===== config.mk =====
export PLATFORM = sky130hd
export DESIGN_NAME = bp_resolve_flat
export DESIGN_NICKNAME = d
export VERILOG_FILES = /design/src/rtl/bp_resolve_if.sv /design/src/rtl/bp_resolve.sv /design/src/flat_wrapper.sv
export SDC_FILE = /design/constraint.sdc
export NUM_CORES = 1
export LEC_CHECK = 0
export CAP_MARGIN = 20
export CORE_UTILIZATION = 35
export DETAILED_ROUTE_END_ITERATION = 8
export PLACE_DENSITY_LB_ADDON = 0.1
export SLEW_MARGIN = 20
export SYNTH_ARGS = -nofsm -noshare
export SYNTH_HDL_FRONTEND = slang
export SYNTH_SLANG_ARGS = --single-unit
export TNS_END_PERCENT = 5

===== constraint.sdc =====
create_clock -name clk -period 5.6 [get_ports clk]
set_input_delay 0.84 -clock clk [delete_from_list [all_inputs] [get_ports clk]]
set_output_delay 0.84 -clock clk [all_outputs]
set_load 0.005 [all_outputs]

===== src/rtl/bp_resolve_if.sv =====
// Fetch/execute-side signal bundle of the branch resolution queue.
// The slave modport is the queue itself; master is whoever drives fetch/execute.
interface bp_resolve_if #(
  parameter int DEPTH = 8,
  parameter int PC_W  = 14
);
  localparam int CW = $clog2(DEPTH) + 1;

  logic            enq_valid;
  logic [PC_W-1:0] enq_pc;
  logic            enq_pred;
  logic            enq_ready;
  logic            res_valid;
  logic            res_taken;
  logic [PC_W-1:0] res_target;
  logic            flush;
  logic            is_b_ope;
  logic            is_branch;
  logic [PC_W-1:0] w_pc;
  logic            mispredict;
  logic [PC_W-1:0] redirect_pc;
  logic [CW-1:0]   count;
  logic            res_err;

  modport slave (
    input  enq_valid, enq_pc, enq_pred, res_valid, res_taken, res_target, flush,
    output enq_ready, is_b_ope, is_branch, w_pc, mispredict, redirect_pc, count, res_err
  );

  modport master (
    output enq_valid, enq_pc, enq_pred, res_valid, res_taken, res_target, flush,
    input  enq_ready, is_b_ope, is_branch, w_pc, mispredict, redirect_pc, count, res_err
  );
endinterface


===== src/rtl/bp_resolve.sv =====
// In-order queue of predicted branches; resolves them at execute, trains the
// 2-bit predictor and redirects fetch on a mispredict.
module bp_resolve #(
  parameter int DEPTH = 8,
  parameter int PC_W  = 14
) (
  input  logic         clk,
  input  logic         rst,
  bp_resolve_if.slave  bus
);
  localparam int AW = $clog2(DEPTH);
  localparam int CW = AW + 1;
  localparam logic [CW-1:0] FULL_CNT = CW'(DEPTH);

  logic [PC_W-1:0] pc_mem_r [DEPTH];
  logic [DEPTH-1:0] pred_mem_r;
  logic [AW-1:0]   head_r, tail_r;
  logic [CW-1:0]   count_r;
  logic [AW-1:0]   head_nxt_s, tail_nxt_s;
  logic [CW-1:0]   count_nxt_s;

  logic            is_b_ope_r, is_branch_r, mispredict_r, res_err_r;
  logic [PC_W-1:0] w_pc_r, redirect_pc_r;

  logic            empty_s, full_s, kill_s, res_acc_s, mis_s, enq_acc_s;
  logic [PC_W-1:0] head_pc_s, redir_s;
  logic            head_pred_s;

  assign empty_s     = (count_r == {CW{1'b0}});
  assign full_s      = (count_r == FULL_CNT);
  assign head_pc_s   = pc_mem_r[head_r];
  assign head_pred_s = pred_mem_r[head_r];

  // A mispredict kills any same-cycle enqueue since fetch is on the wrong path.
  assign kill_s    = bus.res_valid & ~empty_s & (bus.res_taken != head_pred_s);
  assign res_acc_s = bus.res_valid & ~empty_s & ~bus.flush;
  assign mis_s     = res_acc_s & (bus.res_taken != head_pred_s);
  assign enq_acc_s = bus.enq_valid & ~full_s & ~bus.flush & ~kill_s;
  assign redir_s   = bus.res_taken ? bus.res_target : (head_pc_s + PC_W'(1));

  // Pointer and occupancy next-state; flush outranks mispredict outranks normal flow.
  always_comb begin
    head_nxt_s  = head_r;
    tail_nxt_s  = tail_r;
    count_nxt_s = count_r;
    if (bus.flush || mis_s) begin
      head_nxt_s  = tail_r;
      count_nxt_s = {CW{1'b0}};
    end else begin
      if (res_acc_s) begin
        head_nxt_s = head_r + AW'(1);
      end else begin
        head_nxt_s = head_r;
      end
      if (enq_acc_s) begin
        tail_nxt_s = tail_r + AW'(1);
      end else begin
        tail_nxt_s = tail_r;
      end
      count_nxt_s = count_r + CW'(enq_acc_s) - CW'(res_acc_s);
    end
  end

  // Queue pointers and occupancy counter.
  always_ff @(posedge clk or posedge rst) begin
    if (rst) begin
      head_r  <= {AW{1'b0}};
      tail_r  <= {AW{1'b0}};
      count_r <= {CW{1'b0}};
    end else begin
      head_r  <= head_nxt_s;
      tail_r  <= tail_nxt_s;
      count_r <= count_nxt_s;
    end
  end

  // Entry storage; contents are don't-care after reset.
  always_ff @(posedge clk) begin
    if (enq_acc_s) begin
      pc_mem_r[tail_r]   <= bus.enq_pc;
      pred_mem_r[tail_r] <= bus.enq_pred;
    end
  end

  // Registered training / redirect outputs and the sticky empty-resolve error.
  always_ff @(posedge clk or posedge rst) begin
    if (rst) begin
      is_b_ope_r    <= 1'b0;
      is_branch_r   <= 1'b0;
      w_pc_r        <= {PC_W{1'b0}};
      mispredict_r  <= 1'b0;
      redirect_pc_r <= {PC_W{1'b0}};
      res_err_r     <= 1'b0;
    end else begin
      is_b_ope_r   <= res_acc_s;
      is_branch_r  <= res_acc_s & bus.res_taken;
      w_pc_r       <= res_acc_s ? head_pc_s : {PC_W{1'b0}};
      mispredict_r <= mis_s;
      if (mis_s) begin
        redirect_pc_r <= redir_s;
      end
      if (bus.res_valid && empty_s && !bus.flush) begin
        res_err_r <= 1'b1;
      end
    end
  end

  assign bus.enq_ready   = ~full_s;
  assign bus.count       = count_r;
  assign bus.is_b_ope    = is_b_ope_r;
  assign bus.is_branch   = is_branch_r;
  assign bus.w_pc        = w_pc_r;
  assign bus.mispredict  = mispredict_r;
  assign bus.redirect_pc = redirect_pc_r;
  assign bus.res_err     = res_err_r;
endmodule


===== src/flat_wrapper.sv =====
// flat-port wrapper written by rule: the top's interface ports become plain ports
module bp_resolve_flat 
#(
  parameter int DEPTH = 8,
  parameter int PC_W  = 14
)
  (clk, rst, bus_enq_valid, bus_enq_pc, bus_enq_pred, bus_res_valid, bus_res_taken, bus_res_target, bus_flush, bus_enq_ready, bus_is_b_ope, bus_is_branch, bus_w_pc, bus_mispredict, bus_redirect_pc, bus_count, bus_res_err);
  bp_resolve_if #(.DEPTH(DEPTH), .PC_W(PC_W)) bus_i ();
  input  logic clk;
  input  logic rst;
  input wire logic [$bits(bus_i.enq_valid)-1:0] bus_enq_valid;
  input wire logic [$bits(bus_i.enq_pc)-1:0] bus_enq_pc;
  input wire logic [$bits(bus_i.enq_pred)-1:0] bus_enq_pred;
  input wire logic [$bits(bus_i.res_valid)-1:0] bus_res_valid;
  input wire logic [$bits(bus_i.res_taken)-1:0] bus_res_taken;
  input wire logic [$bits(bus_i.res_target)-1:0] bus_res_target;
  input wire logic [$bits(bus_i.flush)-1:0] bus_flush;
  output wire logic [$bits(bus_i.enq_ready)-1:0] bus_enq_ready;
  output wire logic [$bits(bus_i.is_b_ope)-1:0] bus_is_b_ope;
  output wire logic [$bits(bus_i.is_branch)-1:0] bus_is_branch;
  output wire logic [$bits(bus_i.w_pc)-1:0] bus_w_pc;
  output wire logic [$bits(bus_i.mispredict)-1:0] bus_mispredict;
  output wire logic [$bits(bus_i.redirect_pc)-1:0] bus_redirect_pc;
  output wire logic [$bits(bus_i.count)-1:0] bus_count;
  output wire logic [$bits(bus_i.res_err)-1:0] bus_res_err;
  assign bus_i.enq_valid = bus_enq_valid;
  assign bus_i.enq_pc = bus_enq_pc;
  assign bus_i.enq_pred = bus_enq_pred;
  assign bus_i.res_valid = bus_res_valid;
  assign bus_i.res_taken = bus_res_taken;
  assign bus_i.res_target = bus_res_target;
  assign bus_i.flush = bus_flush;
  assign bus_enq_ready = bus_i.enq_ready;
  assign bus_is_b_ope = bus_i.is_b_ope;
  assign bus_is_branch = bus_i.is_branch;
  assign bus_w_pc = bus_i.w_pc;
  assign bus_mispredict = bus_i.mispredict;
  assign bus_redirect_pc = bus_i.redirect_pc;
  assign bus_count = bus_i.count;
  assign bus_res_err = bus_i.res_err;
  bp_resolve #(.DEPTH(DEPTH), .PC_W(PC_W)) u_core (.clk(clk), .rst(rst), .bus(bus_i));
endmodule

# Word-level counts from Yosys, hierarchy flattened
# Memories as Yosys holds them, arrays and structs flattened.
# Index checks and enable logic that the tools add are counted.
# W data, S select, Z words.
# totals
register_bits	50
ramBits	112
n_memories	1
# classes
bitwise	13
addsub	5
eq_ne	2
magnitude_cmp	3
reduce_logical	8
n_mux	12
# mem_list
memory	depth	width	read_ports	rd_clocked_by_memory_dff	wr	line_no	rtl
u_core.pc_mem_r	8	14	1	0	1	bp_resolve.sv:15	logic [PC_W-1:0] pc_mem_r [DEPTH];
# ops
operator	n
$mux W14	2
$add A14 B1 Y14 const B	1
$and A1 B1 Y1	8
$bwmux W8	1
$lt A3 B4 Y1 const B	2
$add A3 B1 Y3 const B	2
$mux W3	2
$not A1 Y1	5
$add A4 B1 Y4	1
$eq A4 B4 Y1 const B	1
$logic_not A4 Y1	1
$mux W1	4
$mux W4	1
$sub A4 B1 Y4	1
$bmux W1 S3	1
$demux W1 S3	1
$ge A3 B1 Y1 const B	1
$logic_and A1 B1 Y1	3
$reduce_and A2 Y1	1
$reduce_bool A2 Y1	1
$logic_not A1 Y1	1
$logic_or A1 B1 Y1	1
$ne A1 B1 Y1	1

# Longest topological paths before layout
# Gate-level depths: netlist of the first run.
# depth
depth_word	9
mapped_depth	11
mapped_depth_nobuf	11

# Worst setup path after synthesis of the first run
# No wires, ideal clock.
# synth_timing
kind	reg2reg
from	register u_core.head_r[0]
to	memory u_core.pc_mem_r[4][0] (enable)
path_slack_ns	1.697
period_less_slack_ns	3.903
stages_incl_launch_ff	7
t_required_ns	5.168
path_buffers	0
arrival_ns	3.471
path_cell_list	dfrtp_1 mux4_1 mux2i_4 xnor2_2 a31oi_4 nand3_4 nor4b_1
# synth_between
elab_chain_cells	8
# synth_lines
element	line_no	rtl
from (decl)	bp_resolve.sv:17	logic [AW-1:0] head_r, tail_r;
from (signal assigned)	bp_resolve.sv:67	head_r <= {AW{1'b0}};
from (signal assigned)	bp_resolve.sv:71	head_r <= head_nxt_s;
$bmux W1 S3	bp_resolve.sv:32	assign head_pred_s = pred_mem_r[head_r];
$mux W1 (implied by the code)	bp_resolve.sv:32	
$ne A1 B1 Y1	bp_resolve.sv:35	assign kill_s = bus.res_valid & ~empty_s & (bus.res_taken != head_pred_s);
$and A1 B1 Y1	bp_resolve.sv:35	
$not A1 Y1	bp_resolve.sv:38	assign enq_acc_s = bus.enq_valid & ~full_s & ~bus.flush & ~kill_s;
$and A1 B1 Y1	bp_resolve.sv:38	
$mux W1	bp_resolve.sv:79	if (enq_acc_s) begin
$mux W1 (implied by the code)	bp_resolve.sv:80	pc_mem_r[tail_r] <= bus.enq_pc;
to (decl)	bp_resolve.sv:15	
# No other way between the ends. The select of a mux whose other input is x is not followed.

# Worst setup path after layout of the first run
# layout_timing
from	register u_core.head_r[0]
to	register u_core.count_r[2] (netlist: u_core.bus.count[2])
# layout_between
elab_chain_cells	9
elab_cells_between_ends	11
# layout_lines
element	line_no	rtl
$bmux W1 S3 *	bp_resolve.sv:32	
$mux W1 (implied by the code) *	bp_resolve.sv:32	
$ne A1 B1 Y1 *	bp_resolve.sv:35, bp_resolve.sv:37	
$and A1 B1 Y1	bp_resolve.sv:35	
$not A1 Y1	bp_resolve.sv:38	
$and A1 B1 Y1	bp_resolve.sv:38	
$add A4 B1 Y4	bp_resolve.sv:60	count_nxt_s = count_r + CW'(enq_acc_s) - CW'(res_acc_s);
$sub A4 B1 Y4	bp_resolve.sv:60	
$mux W4 *	bp_resolve.sv:46	if (bus.flush || mis_s) begin
named net u_core.count_nxt_s[2]	bp_resolve.sv:20	logic [CW-1:0] count_nxt_s;
to (signal assigned)	bp_resolve.sv:69	count_r <= {CW{1'b0}};
to (signal assigned)	bp_resolve.sv:73	count_r <= count_nxt_s;
to (decl)	bp_resolve.sv:18	logic [CW-1:0] count_r;
# Mark *: on every way through the listed nets, which the timed path passes. The rest lies on a longest branch. The select of a mux whose other input is x is not followed.
# A chain may end at the register's enable or synchronous reset.

==> results of run 1 <==
==> worst paths after layout <==
check / end / slack [ns] / startpoint
max in group asynchronous: u_core.bus.w_pc[5] / 4.14 / rst
min: u_core.bus.redirect_pc[4] / 0.48 / u_core.bus.redirect_pc[4]
max reg2reg: u_core.bus.count[2] / 2.31 / u_core.head_r[0]
min reg2reg: u_core.bus.redirect_pc[4] / 0.48 / u_core.bus.redirect_pc[4]
max: u_core.bus.count[2] / 2.31 / u_core.head_r[0]
min in group asynchronous: u_core.bus.count[3] / 0.92 / rst
==> critical path: cells and delay by family (launching register included) <==
family	cells	cell delay [ns]
buffers and inverters	1	0.12
and+or+nand+nor	2	0.31
xor gates and xnor gates	2	0.37
adders and majority gates	2	0.62
DFF	1	0.59
muxes	2	1.00
AOI/OAI and AO/OA	1	0.17
==> state kept, by name (all words and copies together) (netlist names) <==
name and flops:
u_core.pc_mem_r 112, u_core.bus.redirect_pc 14, u_core.bus.w_pc 14, u_core.pred_mem_r 8
u_core.bus.count 4, u_core.head_r 3, u_core.tail_r 3, u_core.bus.is_b_ope 1
u_core.bus.is_branch 1, u_core.bus.mispredict 1, u_core.bus.res_err 1
==> power by group through the flow <==
stage / Clock [mW] / Sequential, mW / Combinational (mW)
finish: 1.12 / 1.56 / 1.40
global route: 1.21 / 1.58 / 1.54
CTS: 1.15 / 1.56 / 1.43
detailed placement: 0 / 1.59 / 1.42
global placement: 0 / 1.58 / 1.42
floorplan: 0 / 1.55 / 0.986
==> synth_stat cells (2+ instances only) <==
library cell,number
nor4_2,2
nand3_1,9
buf_2,3
buf_6,5
o21ai_0,12
nor2b_1,3
nand2b_1,6
buf_1,2
nor3b_1,2
nor3b_2,2
nand4b_1,2
a21oi_1,7
nand2_1,27
nor4b_1,2
nor2_1,18
nor3_1,6
mux4_2,26
or3_1,3
xor2_1,7
nor4_1,4
ha_1,8
mux2i_1,17
mux4_1,2
clkbuf_1,4
dfrtp_1,42
inv_1,5
edfxtp_1,120
and2_1,8
o211ai_1,6
clkinv_1,3
mux2_2,8
xnor2_1,6
buf_4,3
==> final cells by class <==
type                    count  area share [%]
flip-flops and latches    162            55.3
well taps                 260            3.87
multi-input cells         216            24.2
clock inverters            12            1.69
clock buffers              18            5.10
repair buffers             82            9.42
inverters                   9           0.416
==> cell usage in the layout, fill, tap and decap left out, types with 3 or more instances in the layout <==
cell type          n
edfxtp_1         120
clkdlybuf4s50_1   71
dfrtp_1           42
nand2_1           27
mux4_2            26
nor2_1            18
mux2i_1           17
clkbuf_16         17
o21ai_0           12
buf_4             11
nand3_1            9
mux2_2             8
and2_1             8
ha_1               8
a21oi_1            7
xor2_1             7
nand2b_1           6
xnor2_1            6
o211ai_1           6
clkinv_2           5
clkinv_1           5
nor3_1             5
inv_1              4
nor4_1             3
nor2b_1            3
or3_1              3
nor4_2             3
bufinv_16          3
==> logic make-up (layout without fill, tap and decap cells) <==
group / after synthesis / after routing / synth area share, %
fa+ha+maj: 9 / 9 / 1.76
xor+xnor: 14 / 14 / 1.91
mux: 56 / 56 / 13.9
buf+inv: 26 / 121 / 2.22
flops: 162 / 162 / 68.3
compound gates: 37 / 37 / 3.87
simple gates: 100 / 100 / 8.11
==> metrics by stage <==
step | hold WS [ns] | utilization [%] | cell area (um2)
floorplan | 0.468 | - | 6820
detailed placement | 0.475 | 41.5 | 7850
finish | 0.483 | 44.5 | 8420
CTS | 0.489 | 44.5 | 8420
global route | 0.533 | 44.5 | 8420
global placement | 0.469 | 41.5 | 7850
==> layer usage <==
| metal | GRT usage [%] | vias to the layer above |
|---|---|---|
| met5 | 0 | - |
| met4 | 5.26 | 0 |
| met3 | 4.15 | 12 |
| met2 | 25.7 | 97 |
| met1 | 19.9 | 1825 |
| li1 | - | 1722 |
==> qor.yml, run 1 <==
worst_setup_path:
  path_class: "reg -> reg"
  cp.required_ns: 5.91
  r2r_cells: 10
  critical_path.startpoint_type: "flip-flop"
  critPathMaxFanout: 8
  arrival_ns: 3.60
  cp_slowest_cell: "mux4_1"
  critPathMaxStageDelay_ns: 0.68
  worst_setup_path_end_kind: "flip-flop"
  crit_chain: "mux4_1 > mux2i_4 > xnor2_2 > a31oi_4 > nand3_4 > clkinv_2 > ha_1 > fa_1 > xor2_1 > and2_1"
synth:
  ys_types: 57
  synth-main-ff-cell: "edfxtp_1"
  synth_edf_count: 120
  yosysWarnings: 0
  syn_area_um2: 6820
  synth_nets: 448
  ys_seq_area_share_pct: 68.3
  synthCells: 404
  synth.area.top_cells: "edfxtp_1, dfrtp_1, mux4_2, mux2i_1, nand2_1"
  ys_ff_latch: 162
  avgSynthCellArea_um2: 16.9
  synthArstFlopShare_pct: 25.9
  synth_top_area_share_pct: 52.8
  yosysTopAreaCell: "edfxtp_1"
sta:
  layout_min_cycle_time_ns: 3.29
  fin_skew_ns: 0.00796
  slew_viol_final: 0
  worst_slew_pin_slew_ns: 0.848
  fmax_mhz: 304
  slew_headroom_pct: 43.4
  final_hold_viol_count: 0
  setup_violations: 0
  period_share_pct: 58.8
  postLayoutSetupSlackWorst_ns: 2.31
  totalNegativeSetupSlack_ns: 0
  rsz0062_at_grt: "no"
clocking:
  cts.sinks: 162
  clk_pin_slew_ns: 0.06
  worstSkewPairLatency_ns: 0.42
  numCtsBuffers: 17
  cts-resized-gates: 0
  cts-hold-fix-buffers: 0
  post-cts-setup-buffers: 0
  clock-root-buffer: "clkbuf_16"
  cts_htree_levels: 4
  cts_tree: "built"
  ctsLongestPathBuffers: 2
grt:
  grt_pass1_vias: 3858
  antenna_found_initial: 0
  grt_usage_pct: 15.6
  grt_overflow_total: 0
  grt_max_degree: 43
  grt_pass1_wl_mm: 22.4
drt:
  route.met3.wl_um: 703
  drcViolationCount: 0
  ant_nets: 0
  top_layer: "met4"
  vias_per_cell: 4.82
  wl_met2_mm: 6.85
  wirelength_mm: 14.1
  dr.pass1.iters: 5
  drt_iter0_drc: 230
  routedWlPerCell_um: 18.6
  wirelength_met1_mm: 6.35
  num_vias: 3656
pwr:
  pwr-share-clk_pct: 27.5
  p_seq_share_pct: 38.2
  p_leak_nw: 2.93
  internal_power_mw: 2.80
  fin_total_pwr_mw: 4.08
  powerDensity_nw_per_um2: 485
  power_switching_share_pct: 31.3
  power_frac_comb_pct: 34.3
  ir_drop_mv: 0.259
  p_sw_mw: 1.28
layout:
  fillCellCount: 1704
  regArea_um2: 4650
  final_cells: 759
  antenna_cells: 0
  syn_to_final_growth_pct: 23.4
  multi_input_area_um2: 2040
  nNetsFinal: 532
  drive_above_1_share_pct: 18.6
job:
  drv_cap: 0
place:
  port_buffers: 71
  post-place-ws_ns: 1.98
  dpl.hpwl_mm: 9.17
  post-place-cells: 729
  gp_congestion: 0.826
floorplanning:
  rows: 50
  dieArea_um2: 20000
  ioPinCount: 72
  coreArea_um2: 18900
  die_h_um: 142
  dieWidth_um: 142
  initial_core_util_pct: 36.1
worst_hold_path:
  hold_depth: 2
  hp-class: "reg -> reg"
run_status:
  status: "completed"
Note: power is estimated with default switching activity, not from simulation.
==> run 2, diff against run 1 <==
==> constraint.sdc (replaced) <==
create_clock -name clk -period 2.9 [get_ports clk]
set_input_delay 0.435 -clock clk [delete_from_list [all_inputs] [get_ports clk]]
set_output_delay 0.435 -clock clk [all_outputs]
set_load 0.005 [all_outputs]
==> run 2 against run 1 <==
Fmax up 19%. Register-to-register slack worse by 2.2 ns. Core utilization up 1.6 points. Power up 100%. Via count up 1.9%. Critical path depth unchanged. Die area unchanged. Clock skew down 0.0011 ns. Global-route usage down 0.11 points. Count of clock-buffer cells in the layout unchanged. Cell area up 3.5%. Critical path type unchanged. Largest cell class unchanged.
==> qor.yml, run 2 (same netlist as run 1, synthesis figures left out) <==
run_status:
  status: "completed"
drt:
  wirelength_met1_mm: 6.85  # +8.0%
  ant_nets: 0  # unchanged
  dr.pass1.iters: 4  # -1
  route.met3.wl_um: 589  # -16%
  num_vias: 3724  # +1.9%
  vias_per_cell: 4.79  # -0.63%
  routedWlPerCell_um: 18.4  # -1.1%
  wl_met2_mm: 6.72  # -2.0%
  wirelength_mm: 14.3  # +1.4%
  top_layer: "met4"
  drt_iter0_drc: 133  # -42%
  drcViolationCount: 0  # unchanged
floorplanning:
  ioPinCount: 72  # unchanged
  coreArea_um2: 18900  # unchanged
  dieArea_um2: 20000  # unchanged
  die_h_um: 142  # unchanged
  dieWidth_um: 142  # unchanged
  initial_core_util_pct: 36.1  # unchanged
  rows: 50  # unchanged
clocking:
  cts.sinks: 162  # unchanged
  cts-hold-fix-buffers: 0  # unchanged
  clock-root-buffer: "clkbuf_16"
  numCtsBuffers: 17  # unchanged
  cts_htree_levels: 4  # unchanged
  worstSkewPairLatency_ns: 0.41  # about the same
  cts_tree: "built"
  clk_pin_slew_ns: 0.06  # about the same
  ctsLongestPathBuffers: 2  # unchanged
sta:
  setup_violations: 0  # unchanged
  period_share_pct: 95.6  # +37 points
  layout_min_cycle_time_ns: 2.77  # -0.522 ns
  fin_skew_ns: 0.00682  # -0.00114 ns
  postLayoutSetupSlackWorst_ns: 0.127  # -2.18 ns
  worst_slew_pin_slew_ns: 0.926  # +0.0774 ns
  fmax_mhz: 361  # +19%
  final_hold_viol_count: 0  # unchanged
  slew_viol_final: 0  # unchanged
  slew_headroom_pct: 38.2  # -5.2 points
  totalNegativeSetupSlack_ns: 0  # unchanged
layout:
  final_cell_mix: "edfxtp_1, clkdlybuf4s50_1, dfrtp_1"
  final_common_cell: "edfxtp_1"
  fillCellCount: 1681  # -1.3%
  drive_above_1_share_pct: 22.6  # +3.9 points
  top_register: "u_core.pc_mem_r"
  largest_reg_flops: 112  # unchanged
  antenna_cells: 0  # unchanged
  nNetsFinal: 549  # +3.2%
  fin_util_pct: 46.1  # +1.6 points
  design_area_um2: 8710  # +3.5%
  syn_to_final_growth_pct: 27.7
place:
  placed_cell_area_um2: 8100  # +3.3%
  port_buffers: 71  # unchanged
  gp_congestion: 0.743  # -10%
  post-place-ws_ns: -0.0115  # -2.00 ns
  dpl.hpwl_mm: 9.28  # +1.2%
worst_setup_path:
  path_class: "reg -> reg"
  worst_setup_path_end_kind: "flip-flop"
  rrSetupSlack_ns: 0.13  # -2.18 ns
  critical_path.startpoint_type: "flip-flop"
  r2r_cells: 10  # unchanged
  cp.required_ns: 3.20  # -2.71 ns
  arrival_ns: 3.08  # -0.52 ns
  critPathMaxFanout: 5  # -3
grt:
  grt_usage_pct: 15.5  # -0.11 points
  grt_pass1_wl_mm: 22.4  # -0.12%
  grt_pass1_vias: 3819  # -1.0%
  grt_overflow_total: 0  # unchanged
  antenna_found_initial: 0  # unchanged
  grt_max_degree: 43  # unchanged
worst_hold_path:
  hp-class: "reg -> reg"
  hold_depth: 1  # -1
pwr:
  p_leak_nw: 3.05  # +4.2%
  powerDensity_nw_per_um2: 948  # +96%
  ir_drop_mv: 0.482  # +86%
job:
  drv_cap: 0  # unchanged
==> run 2: path summary, 6_finish.rpt <==
path,to,start
worst max-delay path,u_core.bus.count[2],u_core.head_r[0]
worst min-delay path,u_core.bus.res_err,u_core.bus.res_err
worst max register to register,u_core.bus.count[2],u_core.head_r[0]
worst min register to register,u_core.bus.res_err,u_core.bus.res_err
max in group asynchronous,u_core.head_r[0],rst
min in group asynchronous,u_core.bus.count[1],rst
==> run 2: what timing repair did <==
action	4_1_cts	5_1_grt
resized for setup	1	2
endpoints found under the setup margin	1	17
setup buffers	0	1
==> run 2: final cells by class <==
class | instances | area (um2) | share of cell area, %
Sequential cell | 162 | 4660 | 53.4
Clock inverter | 14 | 176 | 2.03
Clock buffer | 18 | 429 | 4.93
Inverter | 9 | 35.0 | 0.402
Tap cell | 260 | 325 | 3.73
Multi-Input combinational cell | 216 | 2060 | 23.6
Timing Repair Buffer | 99 | 1030 | 11.9
==> run 2: metal layers <==
layer	GRT usage, %	up-vias
met2	24.1	90
met4	5.55	0
met1	21.2	1863
met3	3.54	9
li1	-	1762
met5	0	-
==> run 2: report_power, final <==
group	leakage (nW)	switching, mW	internal [mW]
clock network	0.292	0.913	1.37
registers	1.62	0.227	2.81
logic	1.14	1.45	1.49
total	3.05	2.59	5.67
==> run 2: critical path, cell delays in order, from the launching register on <==
cell      delay, ns
dfrtp_2        0.43
mux4_2         0.57
mux2i_4        0.20
xnor2_2        0.17
a31oi_4        0.15
nand3_4        0.12
clkinv_2       0.11
ha_1           0.25
fa_1           0.38
xor2_1         0.14
and2_1         0.15
==> run 2: through the flow <==
step | total power [mW] | cells | hold WS [ns]
2_1_floorplan | 4.92 | 404 | 0.468
3_3_place_gp | 6.02 | 745 | 0.462
3_5_place_dp | 6.06 | 745 | 0.468
4_1_cts | 8.35 | 777 | 0.486
5_1_grt | 8.74 | 778 | 0.505
6_report | 8.26 | 778 | 0.485
==> variant, RTL diff (flow settings as in run 2) <==
`PC_W` is set to 14 in 3 places; all go to 28.
--- a/src/rtl/bp_resolve_if.sv
+++ b/src/rtl/bp_resolve_if.sv
@@ -4,3 +4,3 @@
   parameter int DEPTH = 8,
-  parameter int PC_W  = 14
+  parameter int PC_W  = 28
 );
--- a/src/rtl/bp_resolve.sv
+++ b/src/rtl/bp_resolve.sv
@@ -4,3 +4,3 @@
   parameter int DEPTH = 8,
-  parameter int PC_W  = 14
+  parameter int PC_W  = 28
 ) (
--- a/src/flat_wrapper.sv
+++ b/src/flat_wrapper.sv
@@ -4,3 +4,3 @@
   parameter int DEPTH = 8,
-  parameter int PC_W  = 14
+  parameter int PC_W  = 28
 )
Ports: changed (resized bus_enq_pc, bus_redirect_pc, bus_res_target and bus_w_pc); port bits go from 72 to 128. The function was not compared with the original's and may differ.
==> variant against run 2 <==
The run now ends with negative setup slack left. Final cell count up 77%. Non-clock buffer count up 101. Clock power up 70%. Sequential cell count up 140. Die area up 77%. Worst setup slack worse by 0.17 ns. Area after synthesis up 78%. Hold slack worse by 0.20 ns. Critical path depth down 2. Design area up 81%. Wire length up 110%. Total power up 85%.
==> variant: results (changes against run 2) <==
Outcome
  • Status: complete, but fails checks
  • Failing checks: negative setup slack

Clock tree
  • Max H-tree Level: 1 (-3)
  • PostCTS Resize Cnt: 21 (+20)
  • Clock Tree Buf Depth: 3 (+1)
  • Worst-Skew Late Latency: 0.55 ns (+0.14 ns)
  • Post-CTS setup repair buffer count: 2 (+2)

Synth
  • Async set or reset register ratio after synthesis: 23.18% (-2.7 points)
  • Sequential fraction of the synthesis area: 71.66% (+3.4 points)
  • Gate Count Post-Synth: 706 (+75%)
  • Post-synth EDFFs: 232 (+93%)
  • Synth top area cells: edfxtp_1 (57%), dfrtp_1 (14%), mux4_2 (9.3%), mux2i_1 (2.4%), nor2_1 (1.6%)
  • Post-synth cell types: 48 (-16%)
  • Post-Syn Nets: 778 (+74%)

Global route
  • Met1 usage: 23.31% (+2.1 points)
  • Met3 Usage GRT: 2.906% (-0.64 points)
  • Initial antenna violation count: 1 (+1)
  • Vias in the first global route: 7,162 (+88%)
  • GR Util met2: 28.49% (+4.4 points)
  • Largest net degree at the start of global routing: 71 (+65%)
  • First-pass GRT wire length: 45,380 um (+100%)

STA
  • Setup slack after layout: -0.04710 ns (-0.1738 ns)
  • Final setup viols: 3 (+3)
  • Relative slew slack: 60.42% (+22 points)
  • TNS Setup: -0.06594 ns (-0.06594 ns)
  • Skew final: 0.008081 ns (+0.001259 ns)

Worst setup path
  • Launch point of the worst path: u_core.head_r[2]
  • Worst path max stage delay: 0.59 ns (+0.02 ns)
  • Max FO, Critical Path: 15 (+10)
  • Slowest CP cell: dfrtp_4
  • Crit path DAT: 3.36 ns (+0.28 ns)
  • Family with the most delay on the worst path: simple AND/OR/NAND/NOR gates

Placed design
  • Port bufs: 127 (+79%)
  • DP Cell Count: 1,313 (+76%)
  • Setup Slack @ Placement: -0.1567 ns (-0.1452 ns)
  • Gpl congestion: 0.7714 (+3.8%)
  • HPWL after DPL: 19,640 um (+110%)

Drt
  • Avg WL per Cell: 21.70 um (+18%)
  • Met1 WL: 13,260 um (+93%)
  • Routed met3 length: 1587 um (+170%)
  • DR iter-0 viols: 434 (+230%)
  • Via count: 6,816 (+83%)

Power and ir drop
  • Peak VDD IR: 0.4648 mV (-3.5%)
  • Clock net power: 3.87 mW (+70%)
  • Internal power: 10.47 mW (+85%)
  • Comb group: 5.68 mW (+93%)
  • Sequential power: 5.69 mW (+87%)
  • LEAKAGE: 5.581 nW (+83%)

Finish
  • Fin cells: 1,375 (+77%)
  • Final core occ: 46.52% (+0.42 points)
  • Share of layout cells above drive strength 1: 24.08% (+1.5 points)
  • Max reg flops: 224 (+100%)
  • Fill cells: 2,921 (+74%)

Worst hold path
  • Worst min path class: input port to asynchronous set/reset pin
variant: cell types whose count changed in the layout (fill, tap and decap cells not counted), moves of 7 or more:
cell             delta
a21oi_1             +9
buf_4              +36
clkbuf_1            +8
clkbuf_16          +14
clkdlybuf4s50_1    +56
dfrtp_1            +26
edfxtp_1          +112
mux2i_1             +7
mux4_2             +22
nand2_1            +12
nand3_1            +10
nor2_1             +29
o211ai_1            +9
xor2_1              +8
variant: worst paths after layout:
| kind | endpoint | slack (ns) | cells past startpoint |
|---|---|---|---|
| min | u_core.bus.is_b_ope | 0.29 | 3 |
| max reg2reg | u_core.bus.redirect_pc[25] | -0.05 | 8 |
| min in group clk | u_core.bus.res_err | 0.48 | 1 |
| max in group asynchronous | u_core.head_r[0] | 2.25 | 3 |
| max | u_core.bus.redirect_pc[25] | -0.05 | 8 |
| min reg2reg | u_core.bus.res_err | 0.48 | 1 |
variant: cells by family (layout without fill, tap and decap cells):
logic type / count (synthesis) / after routing / share of synthesized area [%]
muxes: 88 / 88 / 13.09
AOI/OAI and AO/OA: 57 / 57 / 2.931
other: 0 / 1 / 0
and+or+nand+nor: 173 / 174 / 7.158
buffers and inverters: 48 / 267 / 2.088
adders and majority gates: 9 / 9 / 0.9873
DFF: 302 / 302 / 71.66
xor gates and xnor gates: 29 / 29 / 2.088
variant: worst reg2reg max path, stage by stage (launching register included):
cell      delay [ns]
dfrtp_4         0.59
buf_12          0.21
mux4_2          0.22
mux2i_1         0.08
or4_4           0.56
or4_4           0.56
nor4b_2         0.25
xor2_1          0.24
o211ai_1        0.10
variant: layout make-up:
type	instances	share of cell area, %
Antenna cell	1	0.01588
Clock buffer	41	5.225
Clock inverter	16	1.128
Inverter	10	0.2382
Multi-Input combinational cell	357	21.69
Sequential cell	302	55.37
Tap cell	448	3.558
Timing Repair Buffer	200	12.77
